===== src/rtl/alu_accumulator_pkg.sv =====
// Shared opcode map, ALU class/op sub-codes and flag bit positions for the
// accumulator execution stage.
package alu_accumulator_pkg;

  localparam logic [7:0] OpNop    = 8'h00;
  localparam logic [7:0] OpLoadX  = 8'h10;
  localparam logic [7:0] OpLoadI  = 8'h14;
  localparam logic [7:0] OpStoreX = 8'h20;
  localparam logic [7:0] OpStoreI = 8'h24;
  localparam logic [7:0] OpJmp    = 8'hC0;
  localparam logic [7:0] OpJz     = 8'hC1;
  localparam logic [7:0] OpJc     = 8'hC2;
  localparam logic [7:0] OpJn     = 8'hC3;
  localparam logic [7:0] OpJv     = 8'hC4;

  // Upper five IR bits select the class; IR[2] picks the operand, IR[1:0] the op.
  localparam logic [4:0] ClsArithPfx = 5'b01000;
  localparam logic [4:0] ClsLogicPfx = 5'b10000;

  localparam logic [1:0] OpAdd  = 2'd0;
  localparam logic [1:0] OpSub  = 2'd1;
  localparam logic [1:0] OpAddc = 2'd2;
  localparam logic [1:0] OpSubc = 2'd3;

  localparam logic [1:0] OpNor  = 2'd0;
  localparam logic [1:0] OpNand = 2'd1;
  localparam logic [1:0] OpXor  = 2'd2;
  localparam logic [1:0] OpXnor = 2'd3;

  localparam int unsigned FlagZero  = 0;
  localparam int unsigned FlagCarry = 1;
  localparam int unsigned FlagNeg   = 2;
  localparam int unsigned FlagOv    = 3;

  typedef enum logic {
    AluArith,
    AluLogic
  } alu_class_e;

endpackage


===== src/rtl/alu_accumulator_alu_core.sv =====
// Combinational ALU: add/subtract with carry-in and signed overflow, or a
// bitwise NOR/NAND/XOR/XNOR.
module alu_core
  import alu_accumulator_pkg::*;
#(
  parameter int unsigned Width = 8
) (
  input  logic [Width-1:0] a_i,
  input  logic [Width-1:0] b_i,
  input  logic             cin_i,
  input  alu_class_e       alu_class_i,
  input  logic [1:0]       op_i,
  output logic [Width-1:0] result_o,
  output logic             cout_o,
  output logic             ov_o
);

  logic [Width-1:0] b_eff;
  logic             carry_in;
  logic [Width:0]   sum;

  always_comb begin
    b_eff = op_i[0] ? ~b_i : b_i;
    case (op_i)
      OpAdd:   carry_in = 1'b0;
      OpSub:   carry_in = 1'b1;
      default: carry_in = cin_i;
    endcase
    sum = {1'b0, a_i} + {1'b0, b_eff} + {{Width{1'b0}}, carry_in};

    result_o = sum[Width-1:0];
    cout_o   = sum[Width];
    ov_o     = (a_i[Width-1] == b_eff[Width-1]) && (sum[Width-1] != a_i[Width-1]);

    if (alu_class_i == AluLogic) begin
      cout_o = 1'b0;
      ov_o   = 1'b0;
      case (op_i)
        OpNor:   result_o = ~(a_i | b_i);
        OpNand:  result_o = ~(a_i & b_i);
        OpXor:   result_o = a_i ^ b_i;
        default: result_o = ~(a_i ^ b_i);
      endcase
    end
  end

endmodule


===== src/rtl/alu_accumulator.sv =====
// Execution stage: decodes IR on the Exec pulse, updates AR and Flags one
// cycle later and strobes done / illegal_op.
module alu_accumulator
  import alu_accumulator_pkg::*;
#(
  parameter int unsigned DATA_WIDTH = 8,
  parameter int unsigned INST_WIDTH = 8
) (
  input  logic                  clk,
  input  logic                  arst_n,
  input  logic                  Exec,
  input  logic [INST_WIDTH-1:0] IR,
  input  logic [DATA_WIDTH-1:0] IBR,
  input  logic [DATA_WIDTH-1:0] MBR,
  output logic [DATA_WIDTH-1:0] AR,
  output logic [3:0]            Flags,
  output logic                  done,
  output logic                  illegal_op
);

  logic [DATA_WIDTH-1:0] ar_d, ar_q;
  logic [3:0]            flags_d, flags_q;
  logic                  done_d, done_q;
  logic                  illegal_d, illegal_q;

  logic [7:0]            opc;
  logic                  is_arith, is_logic, is_load, is_hold;
  logic [DATA_WIDTH-1:0] operand;
  logic [DATA_WIDTH-1:0] alu_result;
  logic                  alu_cout, alu_ov;

  assign opc      = IR[7:0];
  assign is_arith = (opc[7:3] == ClsArithPfx);
  assign is_logic = (opc[7:3] == ClsLogicPfx);
  assign is_load  = (opc == OpLoadX) || (opc == OpLoadI);
  assign is_hold  = (opc == OpStoreX) || (opc == OpStoreI) || (opc == OpNop) ||
                    (opc == OpJmp) || (opc == OpJz) || (opc == OpJc) ||
                    (opc == OpJn) || (opc == OpJv);
  assign operand  = opc[2] ? IBR : MBR;

  alu_core #(
    .Width (DATA_WIDTH)
  ) u_alu_core (
    .a_i         (ar_q),
    .b_i         (operand),
    .cin_i       (flags_q[FlagCarry]),
    .alu_class_i (is_logic ? AluLogic : AluArith),
    .op_i        (opc[1:0]),
    .result_o    (alu_result),
    .cout_o      (alu_cout),
    .ov_o        (alu_ov)
  );

  always_comb begin
    ar_d      = ar_q;
    flags_d   = flags_q;
    done_d    = Exec;
    illegal_d = 1'b0;
    if (Exec) begin
      if (is_arith || is_logic) begin
        ar_d               = alu_result;
        flags_d[FlagZero]  = ~|alu_result;
        flags_d[FlagNeg]   = alu_result[DATA_WIDTH-1];
        flags_d[FlagCarry] = alu_cout;
        flags_d[FlagOv]    = alu_ov;
      end else if (is_load) begin
        // Loads leave CARRY/OV alone so a following ADDC/SUBC still chains.
        ar_d              = operand;
        flags_d[FlagZero] = ~|operand;
        flags_d[FlagNeg]  = operand[DATA_WIDTH-1];
      end else if (!is_hold) begin
        illegal_d = 1'b1;
      end
    end
  end

  always_ff @(posedge clk or negedge arst_n) begin
    if (!arst_n) begin
      ar_q      <= '0;
      flags_q   <= '0;
      done_q    <= 1'b0;
      illegal_q <= 1'b0;
    end else begin
      ar_q      <= ar_d;
      flags_q   <= flags_d;
      done_q    <= done_d;
      illegal_q <= illegal_d;
    end
  end

  assign AR         = ar_q;
  assign Flags      = flags_q;
  assign done       = done_q;
  assign illegal_op = illegal_q;

endmodule


===== config.mk =====
export PLATFORM = sky130hd
export DESIGN_NAME = alu_accumulator
export DESIGN_NICKNAME = d
export VERILOG_FILES = /design/src/rtl/alu_accumulator_pkg.sv /design/src/rtl/alu_accumulator_alu_core.sv /design/src/rtl/alu_accumulator.sv
export SDC_FILE = /design/constraint.sdc
export NUM_CORES = 1
export LEC_CHECK = 0
export CORE_MARGIN = 2
export CORE_UTILIZATION = 30
export DETAILED_ROUTE_END_ITERATION = 8
export PLACE_DENSITY = 0.51
export SYNTH_ARGS = -nofsm -noshare
export SYNTH_HDL_FRONTEND = slang
export SYNTH_HIERARCHICAL = 1
export SYNTH_SLANG_ARGS = --single-unit

===== constraint.sdc =====
create_clock -name clk -period 5.3 [get_ports clk]
set_input_delay 0.53 -clock clk [delete_from_list [all_inputs] [get_ports clk]]
set_output_delay 0.53 -clock clk [all_outputs]
set_load 0.01 [all_outputs]

==> results_dict.tcl, run 1 <==
set metrics [dict create \
    cts_setup_buffers 0 \
    clkTransAtPathRegs_ns 0.07 \
    synth-seq-cells 13 \
    grt_max_degree 22 \
    cts_sinks 13 \
    dieArea_sq_um 7360 \
    grt_pass1_wl_mm 8.32 \
    synthTopCellsByCount "mux2_2 (35), ha_1 (24), inv_1 (19)" \
    numCtsBuffers 3 \
    grt_pass1_vias 1684 \
    slowest_delay_ns 0.77 \
    synth_area_sq_um 2010 \
    fin_nets 300 \
    antenna_left 0 \
    routabilityCongestion 0.796 \
    end_kind "flip-flop" \
    yosysWarningCount 6 \
    relSlewSlack 0.477 \
    drv_slew 0 \
    ys_seq_area_frac 0.162 \
    clockBufferDepth 2 \
    hp-class "reg -> reg" \
    crit_fanout 17 \
    yosysTopAreaCellShare 0.197 \
    power.total_uw 769 \
    critical_path_class "in -> reg" \
    setup_tns_ns 0 \
    num_rows 29 \
    clk_latency_ns 0.25 \
    crit_arrival_ns 4.03 \
    cts_root_buf "clkbuf_8" \
    whs_ns 0.512 \
    cts_tree "built" \
    synth_edf_count 0 \
    regToRegSetupSlack_ns 2.24 \
    drc 0 \
    tightest_slew_ns 0.784 \
    cts_max_level 1 \
    maxClockFrequency_mhz 257 \
    fp.dieH_um 85.8 \
    skew_ns 0.000352 \
    status "complete, no violations" \
    p_leak_uw 0.00108 \
    power.density_nw_per_um2 310 \
    area_delta_synth_final_pct 23.6 \
    yosysTopAreaCell "mux2_2" \
    crit_path_top_delay_cell "clkdlybuf4s50_1" \
    vias_per_cell 5.22 \
    synth_area_leaders "mux2_2 (20%), dfrtp_1 (16%), ha_1 (15%), mux2_4 (3.7%), inv_1 (3.6%)" \
    start_util 0.312 \
    cp_cell_sequence "clkdlybuf4s50_1 > mux2_2 > fa_1 > fa_1 > a21oi_2 > o21ai_1 > o31a_1 > o31ai_1 > nor4_1 > nand4b_1 > o41ai_1 > mux2_1" \
    dp_hpwl_mm 3.90 \
    firstDrtPassIters 4 \
    crit_buf_inv 1 \
    antennaDiodeCount 0 \
    final_hold_viol_count 0 \
    setup_violations 0 \
    rsz0062_at_grt "false" \
    antenna_found_initial 0 \
    peakVddDrop_mv 0.134 \
    ys_types 52 \
    n_fill_cell 634 \
    critPathTopFamily "compound AO/OA/AOI/OAI gates" \
    io-pin-count 41 \
    grt-ovfl-total 0 \
    critPathLaunchType "primary input" \
    drtIter0Drc 97 \
    syn-instance-count 210 \
    yosysMostFrequentCell "mux2_2" \
    synthArstFlopShare 1.00 \
    grt_usage 0.141 \
    required_ns 5.44 \
    drive_above_1_share 0.232 \
    fin_crit_ns 3.89 \
    io_buffers 40 \
    ys.flop_type "dfrtp_1" \
    vias 1687 \
    die_w_um 85.8 \
    cts_hold_buffers 0 \
    synth_nets 263 \
    avgSynthCellArea_sq_um 9.55 \
    crit_path_frequent_cell "fa_1" \
    routedWlPerCell_um 15.7 \
    cts_resized 0 \
    wl_mm 5.06 \
    finalCritPeriodShare 0.734 \
    drv_cap 0 \
    coreArea_sq_um 6420 \
]
-- placed cells by master, fill, tap and decap left out, types with 3 or more instances in the layout --
master / instances
mux2_4: 5
mux2i_1: 4
mux2_2: 35
o211ai_1: 4
o21ai_0: 4
xnor2_1: 3
clkbuf_8: 3
inv_1: 19
nand2_1: 12
a21oi_1: 4
buf_4: 3
nor2_1: 8
o31a_1: 4
a21oi_2: 4
nor4_1: 5
clkdlybuf4s50_1: 40
nor3_1: 3
ha_1: 24
dfrtp_1: 13
xor2_1: 8
a211oi_1: 3
-- area by class of cell --
type	count	area, sq um	share of cell area
clock buffer	4	45.0	0.0182
timing repair buffer	43	423	0.171
tap	77	96.3	0.0388
multi-input combinational	167	1520	0.613
sequential	13	325	0.131
inverter	19	71.3	0.0288
-- flip-flops by register name (all words and copies together) (netlist names) --
register and flops:
done 1, Flags 3, illegal_op 1, AR 8
-- cells by family (layout without fill, tap and decap cells) --
group,count (synthesis),after routing,synth area share
muxes,45,45,0.260
and+or+nand+nor,44,44,0.119
AOI/OAI and AO/OA,41,41,0.162
buffers and inverters,30,66,0.0805
adders and majority gates,26,26,0.170
DFF,13,13,0.162
xor gates and xnor gates,11,11,0.0480
-- where the power goes --
group	internal, uW	switching [uW]
Clock	53.4	44.9
Sequential	127	38.7
Combinational	266	240
Total	446	323
-- metal layers --
layer | track usage | wire (um) | part of all wire
met1 | 0.207 | 2550 | 0.50
met2 | 0.227 | 2260 | 0.45
met3 | 0.0183 | 231 | 0.046
met4 | 0.0216 | 25 | 0.0049
met5 | 0 | 0 | 0
-- worst paths after layout --
check                          from        to  depth (start not counted)
max in group asynchronous    arst_n     AR[1]                          1
max                           IR[0]  Flags[0]                         12
max reg2reg                Flags[1]  Flags[0]                         11
min in group asynchronous    arst_n  Flags[3]                          1
min reg2reg                Flags[3]  Flags[3]                          1
min                        Flags[3]  Flags[3]                          1
-- per-stage QoR --
step	setup WS, ns	instance area (sq um)	utilization	std cells
after floorplan	1.95	2010	-	210
after global placement	1.21	2430	0.379	319
after detailed placement	1.17	2430	0.379	319
after CTS	1.41	2480	0.386	323
after global routing	1.17	2480	0.386	323
final	1.41	2480	0.386	323
No activity file was read; power rests on OpenSTA's default activity.
==> run 2, diff against run 1 <==
- PLACE_DENSITY: 0.51 -> 0.53
- clock period: 5.3 -> 3.3 ns (I/O delays scaled with it)
==> run 2 against run 1 <==
Compared with the run above: final cell count up 7.7%; die area stayed put; sequential share of layout area is 1.3 points lower; highest routed layer unchanged.
==> results_dict.tcl, run 2 (same netlist as run 1, synthesis figures left out) <==
set metrics [dict create \
    status "complete, no violations" \
    required_ns 3.43 \
    cts_tree "built" \
    fin_nets 325 \
    antenna_left 0 \
    finalCritPeriodShare 0.922 \
    final_cell_count_no_fill 348 \
    final_cell_mix "clkdlybuf4s50_1 (35), mux2_2 (34), buf_4 (27)" \
    end_kind "flip-flop" \
    die_w_um 85.8 \
    drv_slew 0 \
    grt_max_degree 21 \
    vias_per_cell 5.05 \
    relSlewSlack 0.511 \
    final_common_cell "clkdlybuf4s50_1" \
    rsz0062_at_grt "false" \
    r2r_cells 11 \
    cts_root_buf "clkbuf_8" \
    crit_fanout 3 \
    clk_latency_ns 0.25 \
    coreArea_sq_um 6420 \
    io-pin-count 41 \
    layout_setup_ws_ns 0.258 \
    peakVddDrop_mv 0.316 \
    maxClockFrequency_mhz 329 \
    antennaDiodeCount 0 \
    power.total_uw 1390 \
    largest_reg_flops 8 \
    vias 1759 \
    crit_arrival_ns 3.17 \
    fin_area_sq_um 2750 \
    p_leak_uw 0.00126 \
    clockBufferDepth 2 \
    dp.cells 341 \
    start_util 0.312 \
    grt-ovfl-total 0 \
    final_hold_viol_count 0 \
    io_buffers 40 \
    dieArea_sq_um 7360 \
    n_fill_cell 625 \
    firstDrtPassIters 6 \
    area_delta_synth_final_pct 37.1 \
    cts_max_level 1 \
    hp-class "in -> async" \
    drc 0 \
    regToRegSetupSlack_ns 0.28 \
    critPathLaunchType "primary input" \
    drv_cap 0 \
    fin_crit_ns 3.04 \
    numCtsBuffers 3 \
    tightest_slew_ns 0.734 \
    setup_violations 0 \
    drtIter0Drc 62 \
    grt_pass1_vias 1734 \
    drive_above_1_share 0.336 \
    fp.dieH_um 85.8 \
    placed_cell_area_sq_um 2600 \
    grt_pass1_wl_mm 8.55 \
    skew_ns 0.00185 \
    clkTransAtPathRegs_ns 0.07 \
    grt_usage 0.146 \
    num_rows 29 \
    antenna_found_initial 0 \
    power.density_nw_per_um2 504 \
    dp_hpwl_mm 3.98 \
    pre_cts_ws_ns -0.450 \
    routedWlPerCell_um 15.0 \
    cts_sinks 13 \
    setup_tns_ns 0 \
    critical_path_class "in -> reg" \
    wl_mm 5.21 \
    routabilityCongestion 0.790 \
]
[run 2: changes by cell type in the layout (fill, tap and decap cells not counted), moves of 2 or more]
| cell | previous run | this run |
|---|---|---|
| buf_4 | 3 | 27 |
| clkdlybuf4s50_1 | 40 | 35 |
| dlymetal6s2s_1 | 0 | 5 |
| nor4_1 | 5 | 2 |
| nor4_2 | 1 | 4 |
| fa_1 | 2 | 0 |
| fa_2 | 0 | 2 |
| o31ai_4 | 0 | 2 |
[run 2: routing by layer]
layer | global-route usage | part of all wire | vias up
met5 | 0 | 0 | -
met4 | 0.00866 | 0.0013 | 0
met3 | 0.0269 | 0.043 | 2
met2 | 0.241 | 0.46 | 36
met1 | 0.208 | 0.50 | 830
li1 | - | - | 891
[run 2: cell type report]
cell class	count	area (sq um)	share of cell area
Tap cell	77	96.3	0.0350
Timing Repair Buffer	68	627	0.228
Multi-Input combinational cell	167	1590	0.576
Sequential cell	13	325	0.118
Inverter	19	71.3	0.0259
Clock buffer	4	45.0	0.0164
[run 2: power breakdown]
part / internal (uW) / leakage, uW / switching [uW]
Clock: 85.6 / 0.0000228 / 69.2
Combinational: 537 / 0.00108 / 430
Sequential: 204 / 0.000160 / 60.8
[run 2: final timing paths]
| path | from | endpoint |
|---|---|---|
| worst max-delay path | IR[2] | Flags[0] |
| worst min-delay path | arst_n | AR[5] |
| worst max register to register | Flags[1] | Flags[0] |
| worst min register to register | Flags[3] | Flags[3] |
| max in group asynchronous | arst_n | AR[0] |
| min in group clk | Flags[3] | Flags[3] |
[run 2: critical path, cell delays in order]
cell,delay (ns)
dlymetal6s2s_1,0.14
mux2_4,0.34
xor2_2,0.15
fa_2,0.38
fa_2,0.43
a21oi_2,0.19
o21ai_2,0.08
o31a_1,0.34
o31ai_4,0.26
nor4_2,0.08
nand4b_1,0.10
o41ai_1,0.07
mux2_1,0.28
[run 2: stage by stage]
step	hold WS, ns	utilization
2_1_floorplan	0.0344	-
4_1_cts	0.518	0.415
3_5_place_dp	0.500	0.405
6_report	0.510	0.428
5_1_grt	0.547	0.428
3_3_place_gp	0.507	0.405
[run 2: timing repair]
item | CTS | global route
cloned | 0 | 0
gates resized for setup | 5 | 13
pin swaps | 2 | 10
hold buffers | 0 | 0
endpoints found under the hold margin | 0 | 0
buffers inserted | 0 | 3
endpoints found under the setup margin | 1 | 2
==> run 3, diff against run 2 <==
- ABC_AREA: unset -> 1
- ABC_CLOCK_PERIOD_IN_PS: unset -> 3300
==> run 3 against run 2 <==
Compared with the run above: clock skew up 0.0020 ns; clock power down 8%; global-route usage down 0.34 points; cell area down 6.9%; via count up 17%; core utilization down 2.7 points; die area down 0.12%; critical path type unchanged; highest routed layer unchanged.
==> results_dict.tcl, run 3 <==
set metrics [dict create \
    status "complete, no violations" \
    antennaDiodeCount 0 \
    drv_cap 0 \
    cts_tree "built" \
    io_buffers 40 \
    final_cell_mix "nand2_1 (125), inv_1 (53), clkdlybuf4s50_1 (40)" \
    vias 2060 \
    p_leak_uw 0.00141 \
    layout_setup_ws_ns 0.344 \
    grt_pass1_vias 1878 \
    maxClockFrequency_mhz 338 \
    yosysWarningCount 6 \
    setup_violations 0 \
    io-pin-count 41 \
    startpoint "IR[2]" \
    clk_latency_ns 0.24 \
    end_kind "flip-flop" \
    clkTransAtPathRegs_ns 0.06 \
    fin_area_sq_um 2560 \
    met1_length_mm 2.46 \
    synthTopCellsByCount "nand2_1 (125), inv_1 (53), ha_1 (24)" \
    numCtsBuffers 3 \
    placed_cell_area_sq_um 2510 \
    largest_reg_flops 8 \
    required_ns 3.48 \
    slowest_delay_ns 0.54 \
    drtIter0Drc 106 \
    grt_pass1_wl_mm 8.45 \
    drive_above_1_share 0.0703 \
    regToRegSetupSlack_ns 0.88 \
    area_delta_synth_final_pct 27.8 \
    dieArea_sq_um 7350 \
    swShare 0.455 \
    ys.flop_type "dfrtp_1" \
    crit_buf_inv 2 \
    cts_setup_buffers 0 \
    final_common_cell "nand2_1" \
    multi_input_area_sq_um 1400 \
    grt-ovfl-total 0 \
    synth_nets 376 \
    cts_root_buf "clkbuf_8" \
    ys_seq_area_frac 0.162 \
    drc 0 \
    power.switching_uw 473 \
    combPwrFrac 0.626 \
    num_rows 29 \
    relSlewSlack 0.582 \
    cp_cell_sequence "clkdlybuf4s50_1 > nand2_1 > nand2_1 > inv_1 > xor2_1 > fa_1 > fa_1 > nand2_1 > nand2_1 > xor2_1 > nand2_1 > nand2_1 > nor2_1 > nor3b_1 > nand4_1 > nand2_1 > nand2_1 > nand2_1" \
    drv_slew 0 \
    final_hold_viol_count 0 \
    crit_path_frequent_cell "nand2_1" \
    setup_tns_ns 0 \
    skew_ns 0.00387 \
    critPathLaunchType "primary input" \
    antenna_found_initial 0 \
    dp.cells 443 \
    synth-seq-cells 13 \
    yosysMostFrequentCell "nand2_1" \
    power.density_nw_per_um2 406 \
    grt_usage 0.143 \
    die_w_um 85.7 \
    cts_resized 0 \
    power.internal_uw 566 \
    route.top_layer_used "met4" \
    crit_fanout 4 \
    fin_crit_ns 2.96 \
    yosysTopAreaCellShare 0.234 \
    coreArea_sq_um 6390 \
    yosysTopAreaCell "nand2_1" \
    critPathTopFamily "simple AND/OR/NAND/NOR gates" \
    synth_area_leaders "nand2_1 (23%), dfrtp_1 (16%), ha_1 (15%), inv_1 (9.9%), xor2_1 (4.4%)" \
    pwr-share-seq 0.238 \
    final_cell_count_no_fill 447 \
    hp-class "in -> async" \
    grt_max_degree 20 \
    firstDrtPassIters 4 \
    cts_hold_buffers 0 \
    synth_area_sq_um 2000 \
    rsz0062_at_grt "false" \
    tightest_slew_ns 0.625 \
    fp.dieH_um 85.7 \
    dp_hpwl_mm 4.29 \
    seq_area_sq_um 325 \
    clockBufferDepth 2 \
    p_clk_frac 0.136 \
    critical_path_class "in -> reg" \
    vias_per_cell 4.61 \
    crit_arrival_ns 3.14 \
    worstReg2RegStart "Flags[1]" \
    cts_sinks 13 \
    fin_nets 424 \
    syn-instance-count 323 \
    avgSynthCellArea_sq_um 6.20 \
    r2r_cells 15 \
    routabilityCongestion 0.817 \
    wl_mm 5.08 \
    dr_wl_met3_um 190 \
    antenna_left 0 \
    ys_types 28 \
    peakVddDrop_mv 0.110 \
    synthArstFlopShare 1.00 \
    crit_path_top_delay_cell "clkdlybuf4s50_1" \
    pre_cts_ws_ns 0.0851 \
    r2r-end "Flags[0]" \
    wl_met2_mm 2.36 \
    n_fill_cell 708 \
    routedWlPerCell_um 11.4 \
    cts_max_level 1 \
    final_util 0.401 \
    start_util 0.314 \
    finalCritPeriodShare 0.896 \
    synth_edf_count 0 \
]
-- run 3: cell types whose count changed after synthesis, sizes merged, moves of 5 or more --
cell / previous run / this run
nor2: 8 / 22
nand3: 2 / 15
mux2: 41 / 0
o31a: 5 / 0
nand2: 12 / 132
nor4: 6 / 0
inv: 19 / 56
o21ai: 6 / 18
-- run 3: power groups by stage --
stage               logic [uW]  registers (uW)  clock network [uW]
floorplan                  418             253                   0
global placement           643             252                   0
detailed placement         651             252                   0
CTS                        655             249                 146
global route               745             258                 156
finish                     651             247                 142
-- run 3: kinds of logic (layout without fill, tap and decap cells) --
logic type / count (synthesis) / after routing / share of synthesized area
fa+ha+maj: 26 / 26 / 0.170
flops: 13 / 13 / 0.162
xor+xnor: 10 / 10 / 0.0437
compound gates: 37 / 37 / 0.104
buf+inv: 62 / 109 / 0.138
simple gates: 175 / 175 / 0.382
-- run 3: metal layers --
metal,up-vias,track usage
met3,4,0.00577
met1,915,0.192
met2,41,0.245
met4,0,0.0476
li1,1100,-
met5,-,0
-- run 3: final cells by class --
class                      instances  area share
multi-input combinational        248       0.547
timing repair buffer              48       0.180
sequential                        13       0.127
inverter                          57      0.0904
tap                               77      0.0376
clock buffer                       4      0.0176
-- run 3: worst max-delay path by stage --
stage / cells past startpoint / end
floorplan: 19 / Flags[0]
global placement: 18 / Flags[0]
detailed placement: 18 / Flags[0]
CTS: 18 / Flags[0]
global route: 19 / Flags[0]
finish: 18 / Flags[0]
-- run 3: metrics by stage --
stage | hold WS [ns] | power, uW
floorplan | 0.0344 | 670
finish | 0.477 | 1040
CTS | 0.489 | 1050
global route | 0.518 | 1160
global placement | 0.466 | 895
detailed placement | 0.471 | 904
